`src/rtl/uart_rx_pkg.sv`:
```
// Shared types and decode-point helpers for the UART receiver control path.
package uart_rx_pkg;

  typedef enum logic [2:0] {
    IDLE   = 3'd0,
    START  = 3'd1,
    DATA   = 3'd2,
    PARITY = 3'd3,
    STOP   = 3'd4,
    DONE   = 3'd5
  } rx_state_e;

  localparam logic [5:0] PRESCALE_8  = 6'd8;
  localparam logic [5:0] PRESCALE_16 = 6'd16;
  localparam logic [5:0] PRESCALE_32 = 6'd32;

  function automatic logic prescale_legal(input logic [5:0] p);
    return (p == PRESCALE_8) || (p == PRESCALE_16) || (p == PRESCALE_32);
  endfunction

  // Majority sampler output is valid two edges after mid-bit.
  function automatic logic [5:0] samp_point(input logic [5:0] p);
    return (p >> 1) + 6'd2;
  endfunction

  function automatic logic [5:0] last_point(input logic [5:0] p);
    return p - 6'd1;
  endfunction

  function automatic logic [5:0] stop_end_point(input logic [5:0] p);
    return (p >> 1) + 6'd3;
  endfunction

endpackage

```
`src/rtl/uart_rx_fsm.sv`:
```
// UART receiver sequencer: drives the edge/bit counter enable and strobes the
// sampler, deserializer and start/parity/stop checkers; reports per-frame status.
module uart_rx_fsm
  import uart_rx_pkg::*;
#(
  parameter int DATA_WIDTH = 8,
  parameter int EDGE_W     = 5,
  parameter int BIT_W      = 4
) (
  input  logic              clk,
  input  logic              rst,
  input  logic              RX_IN,
  input  logic              PAR_EN,
  input  logic [5:0]        Prescale,
  input  logic [EDGE_W-1:0] edge_count,
  input  logic [BIT_W-1:0]  bit_count,
  input  logic              strt_glitch,
  input  logic              par_err,
  input  logic              stp_err,
  output logic              counter_enable,
  output logic              data_samp_en,
  output logic              strt_chk_en,
  output logic              deser_en,
  output logic              par_chk_en,
  output logic              stp_chk_en,
  output logic              data_valid,
  output logic              parity_error,
  output logic              framing_error
);

  rx_state_e  state_q, state_d;
  logic [5:0] p_q, p_d;
  logic       par_err_q, par_err_d;
  logic       frm_err_q, frm_err_d;

  logic [5:0] edge_ext;
  logic       at_samp, at_last, at_stop_end, last_data_bit;

  assign edge_ext      = 6'(edge_count);
  assign at_samp       = (edge_ext == samp_point(p_q));
  assign at_last       = (edge_ext == last_point(p_q));
  assign at_stop_end   = (edge_ext == stop_end_point(p_q));
  assign last_data_bit = (bit_count == BIT_W'(DATA_WIDTH));

  always_ff @(posedge clk or negedge rst) begin
    if (!rst) begin
      state_q   <= IDLE;
      p_q       <= 6'd0;
      par_err_q <= 1'b0;
      frm_err_q <= 1'b0;
    end else begin
      state_q   <= state_d;
      p_q       <= p_d;
      par_err_q <= par_err_d;
      frm_err_q <= frm_err_d;
    end
  end

  always_comb begin
    state_d        = state_q;
    p_d            = p_q;
    par_err_d      = par_err_q;
    frm_err_d      = frm_err_q;
    counter_enable = 1'b0;
    strt_chk_en    = 1'b0;
    deser_en       = 1'b0;
    par_chk_en     = 1'b0;
    stp_chk_en     = 1'b0;
    data_valid     = 1'b0;
    parity_error   = 1'b0;
    framing_error  = 1'b0;

    case (state_q)
      IDLE: begin
        if (!RX_IN && prescale_legal(Prescale)) begin
          state_d = START;
          p_d     = Prescale;
        end
      end
      START: begin
        counter_enable = 1'b1;
        strt_chk_en    = at_samp;
        if (at_samp && strt_glitch) state_d = IDLE;
        else if (at_last)           state_d = DATA;
      end
      DATA: begin
        counter_enable = 1'b1;
        deser_en       = at_samp;
        if (at_last && last_data_bit) state_d = PAR_EN ? PARITY : STOP;
      end
      PARITY: begin
        counter_enable = 1'b1;
        par_chk_en     = at_samp;
        if (at_samp && par_err) par_err_d = 1'b1;
        if (at_last)            state_d   = STOP;
      end
      STOP: begin
        counter_enable = 1'b1;
        stp_chk_en     = at_samp;
        if (at_samp && stp_err) frm_err_d = 1'b1;
        // Leave half a bit early so a following start edge is not missed.
        if (at_stop_end)        state_d   = DONE;
      end
      DONE: begin
        data_valid    = !(par_err_q || frm_err_q);
        parity_error  = par_err_q;
        framing_error = frm_err_q;
        par_err_d     = 1'b0;
        frm_err_d     = 1'b0;
        state_d       = RX_IN ? IDLE : START;
      end
      default: state_d = IDLE;
    endcase
  end

  assign data_samp_en = counter_enable;

endmodule
```
`config.mk`:
```
export PLATFORM = sky130hd
export DESIGN_NAME = uart_rx_fsm
export DESIGN_NICKNAME = d
export VERILOG_FILES = /design/src/rtl/uart_rx_pkg.sv /design/src/rtl/uart_rx_fsm.sv
export SDC_FILE = /design/constraint.sdc
export NUM_CORES = 1
export LEC_CHECK = 0
export BUFFER_PORTS_ARGS = -buffer_cell sky130_fd_sc_hd__buf_2
export CORE_MARGIN = 10
export CORE_UTILIZATION = 42
export CTS_CLUSTER_DIAMETER = 120
export DETAILED_ROUTE_END_ITERATION = 10
export GPL_TIMING_DRIVEN = 0
export PLACE_DENSITY = 0.69
export RECOVER_POWER = 25
export SLEW_MARGIN = 20
export SYNTH_ARGS = -nofsm -noshare
export SYNTH_HDL_FRONTEND = slang
export SYNTH_SLANG_ARGS = --single-unit
```
`constraint.sdc`:
```
create_clock -name clk -period 2.2 [get_ports clk]
set_clock_uncertainty 0.15 [all_clocks]
set_input_delay 0.11 -clock clk [delete_from_list [all_inputs] [get_ports clk]]
set_output_delay 0.11 -clock clk [all_outputs]
set_load 0.01 [all_outputs]
```
==> reports/qor.yml <==
place_hpwl_um: 2200
crit_path_max_fanout: 4
max_cap_violations: 0
pre_cts_ws_ns: -0.307
drtAntennaViolNets: 0
synth_edf_count: 0
numCtsBuffers: 3
slew_headroom_pct: 60.1
drive_gt1_share_pct: 42.9
cts_root_buf: "clkbuf_4"
critical_path_class: "flip-flop to primary output"
insertedDiodeCount: 0
finalCriticalPeriod_ns: 2.23
ys_types: 43
first_pass_iters: 4
drv_slew: 0
fmax_ghz: 0.449
cp_slowest_cell: "dfrtp_1"
setup_violations: 1
die_y_um: 70.4
grt_max_degree: 12
worstSkewPairLatency_ns: 0.26
min_path_type: "primary input to flip-flop"
start_util_pct: 43.5
critPathRequiredTime_ns: 1.94
finalHoldViolations: 0
crit_path_max_incr_delay_ns: 0.40
syn_avg_cell_area_um2: 8.68
yosys_warnings: 0
wl_per_cell_um: 14.7
tns_ns: -0.0285
io_buffers: 30
die_area_mm2: 0.00496
p_per_area_mw_per_mm2: 474
num_rows: 18
yosysSeqAreaShare_pct: 25.8
setup_ws_ns: -0.0285
vias: 1091
grt_first_pass_wirelength_um: 4760
rsz0062_at_grt: "true"
irDropWorstVdd_mv: 0.500
synth_flop_cell: "dfrtp_1"
p_leak_uw: 0.000665
viasPerCell: 5.46
worstPathArrival_ns: 1.97
die_w_um: 70.4
syn_to_final_growth_pct: 41.7
cts_tree: "yes"
endpoint_kind: "primary output"
clk_pin_slew_ns: 0.07
htreeDepth: 1
cts.sinks: 11
cts_max_path_buffers: 2
drt_iter0_markers: 57
grt_overflow: 0
syn_nets: 151
synth-seq-cells: 11
crit_chain: "buf_6, inv_4, ha_4, xnor2_2, nand4_1, nor3_4, nand3_1, nor2_1, buf_2"
drt-total-wl_um: 2950
num-nets-final: 199
syn_area_mm2: 0.00107
async_flop_share_pct: 100
grt_usage_pct: 11.0
cp-start-kind: "flip-flop"
worst_pin_slew_ns: 0.599
syn_inst: 123
drc: 0
finalCritPeriodShare_pct: 101
status: "complete, but fails checks"
violations: "negative setup slack"
pin_count: 31
grt_pass1_vias: 1118
place.gp.congestion: 0.844
coreArea_mm2: 0.00245
rrSetupSlack_ns: 0.07
antenna_found_initial: 0
kinds of logic after synthesis:
| group | share of synthesized area [%] |
|---|---|
| and+or+nand+nor | 24.5 |
| buffers and inverters | 6.56 |
| DFF | 25.8 |
| adders and majority gates | 7.03 |
| AOI/OAI and AO/OA | 17.5 |
| muxes | 3.17 |
| xor gates and xnor gates | 15.5 |
placed cells by master (no fill, tap or decap), drive strengths merged:
cell type / instances
nor4: 5
xor2: 6
nor3: 5
o32a: 1
a211oi: 1
o311a: 1
o21a: 1
nand4: 1
a41oi: 1
nor2: 5
clkbuf: 5
dlygate4sd3: 6
a31oi: 3
dfrtp: 11
nor4b: 1
xnor2: 12
nor2b: 1
a2111oi: 1
a21oi: 7
buf: 41
inv: 8
mux2: 3
and3: 5
nand2: 9
or4: 2
nor4bb: 1
a211o: 1
nand2b: 1
o41a: 1
ha: 6
nor3b: 3
clkinv: 1
a311oi: 1
nand3: 5
o211ai: 2
o21ai: 6
worst paths after layout:
path                           start         end  depth (start not counted)
max                           p_q[3]  par_chk_en                          9
min                          stp_err   frm_err_q                          3
max reg2reg                   p_q[3]  state_q[0]                         10
min reg2reg                frm_err_q   frm_err_q                          2
max in group asynchronous        rst      p_q[2]                          2
min in group asynchronous        rst  state_q[1]                          2
through the flow:
step	cells	instance area [um2]	total power (uW)	utilization [%]	hold slack [ns]
after floorplan	123	1070	437	-	-0.336
after global placement	183	1250	504	51.1	-0.154
after detailed placement	183	1250	513	51.1	-0.158
after CTS	197	1430	696	58.3	0.0188
after global routing	200	1510	771	61.6	0.0276
final	200	1510	716	61.6	0.0250
critical path, delay by kind of cell (launching register included):
kind | cells | cell delay (ns)
adder cells (fa/ha/maj) | 1 | 0.20
AND/OR/NAND/NOR | 4 | 0.62
buffers and inverters | 3 | 0.34
XOR/XNOR | 1 | 0.14
flip-flops | 1 | 0.40
flip-flops by register name, summed over array words and instances, names as in the netlist:
signal / count
par_err_q: 1
state_q: 3
frm_err_q: 1
p_q: 6
synthesized netlist by cell type (3+ instances only):
master,count,area [um2]
xor2_1,6,52.6
nor3_1,4,20.0
nor3b_1,3,22.5
xnor2_1,11,96.3
nor2_1,4,15.0
a21oi_1,7,35.0
mux2_2,3,33.8
nand3_1,5,25.0
and3_1,4,25.0
o21ai_0,5,25.0
ha_1,6,75.1
a31oi_1,3,18.8
nand2_1,8,30.0
nor4_1,5,31.3
dfrtp_1,11,275
inv_1,8,30.0
where the power goes:
group / internal, uW / switching [uW]
clock network: 67.1 / 68.6
logic: 153 / 164
registers: 229 / 33.7
cell type report:
class	instances	area (um2)
fillers	205	942
inverters	8	35.0
clock buffers	3	22.5
flip-flops and latches	11	277
well taps	30	37.5
plain buffers	6	46.3
multi-input cells	98	828
repair buffers	43	262
clock inverters	1	5.00
routing by layer:
metal | vias up | GRT usage, % | routed length, um
met1 | 507 | 12.9 | 1240
met4 | 0 | 3.07 | 36
met3 | 4 | 2.54 | 147
li1 | 546 | - | -
met2 | 34 | 19.1 | 1520
met5 | - | 0 | 0
what timing repair did:
action | 4_1_cts | 5_1_grt
hold buffers | 6 | 0
resized for setup | 14 | 10
pin swaps | 5 | 3
endpoints found under the setup margin | 9 | 7
hold endpoints to repair | 16 | 0
setup buffers | 4 | 4
(Power assumes the default switching activity.)
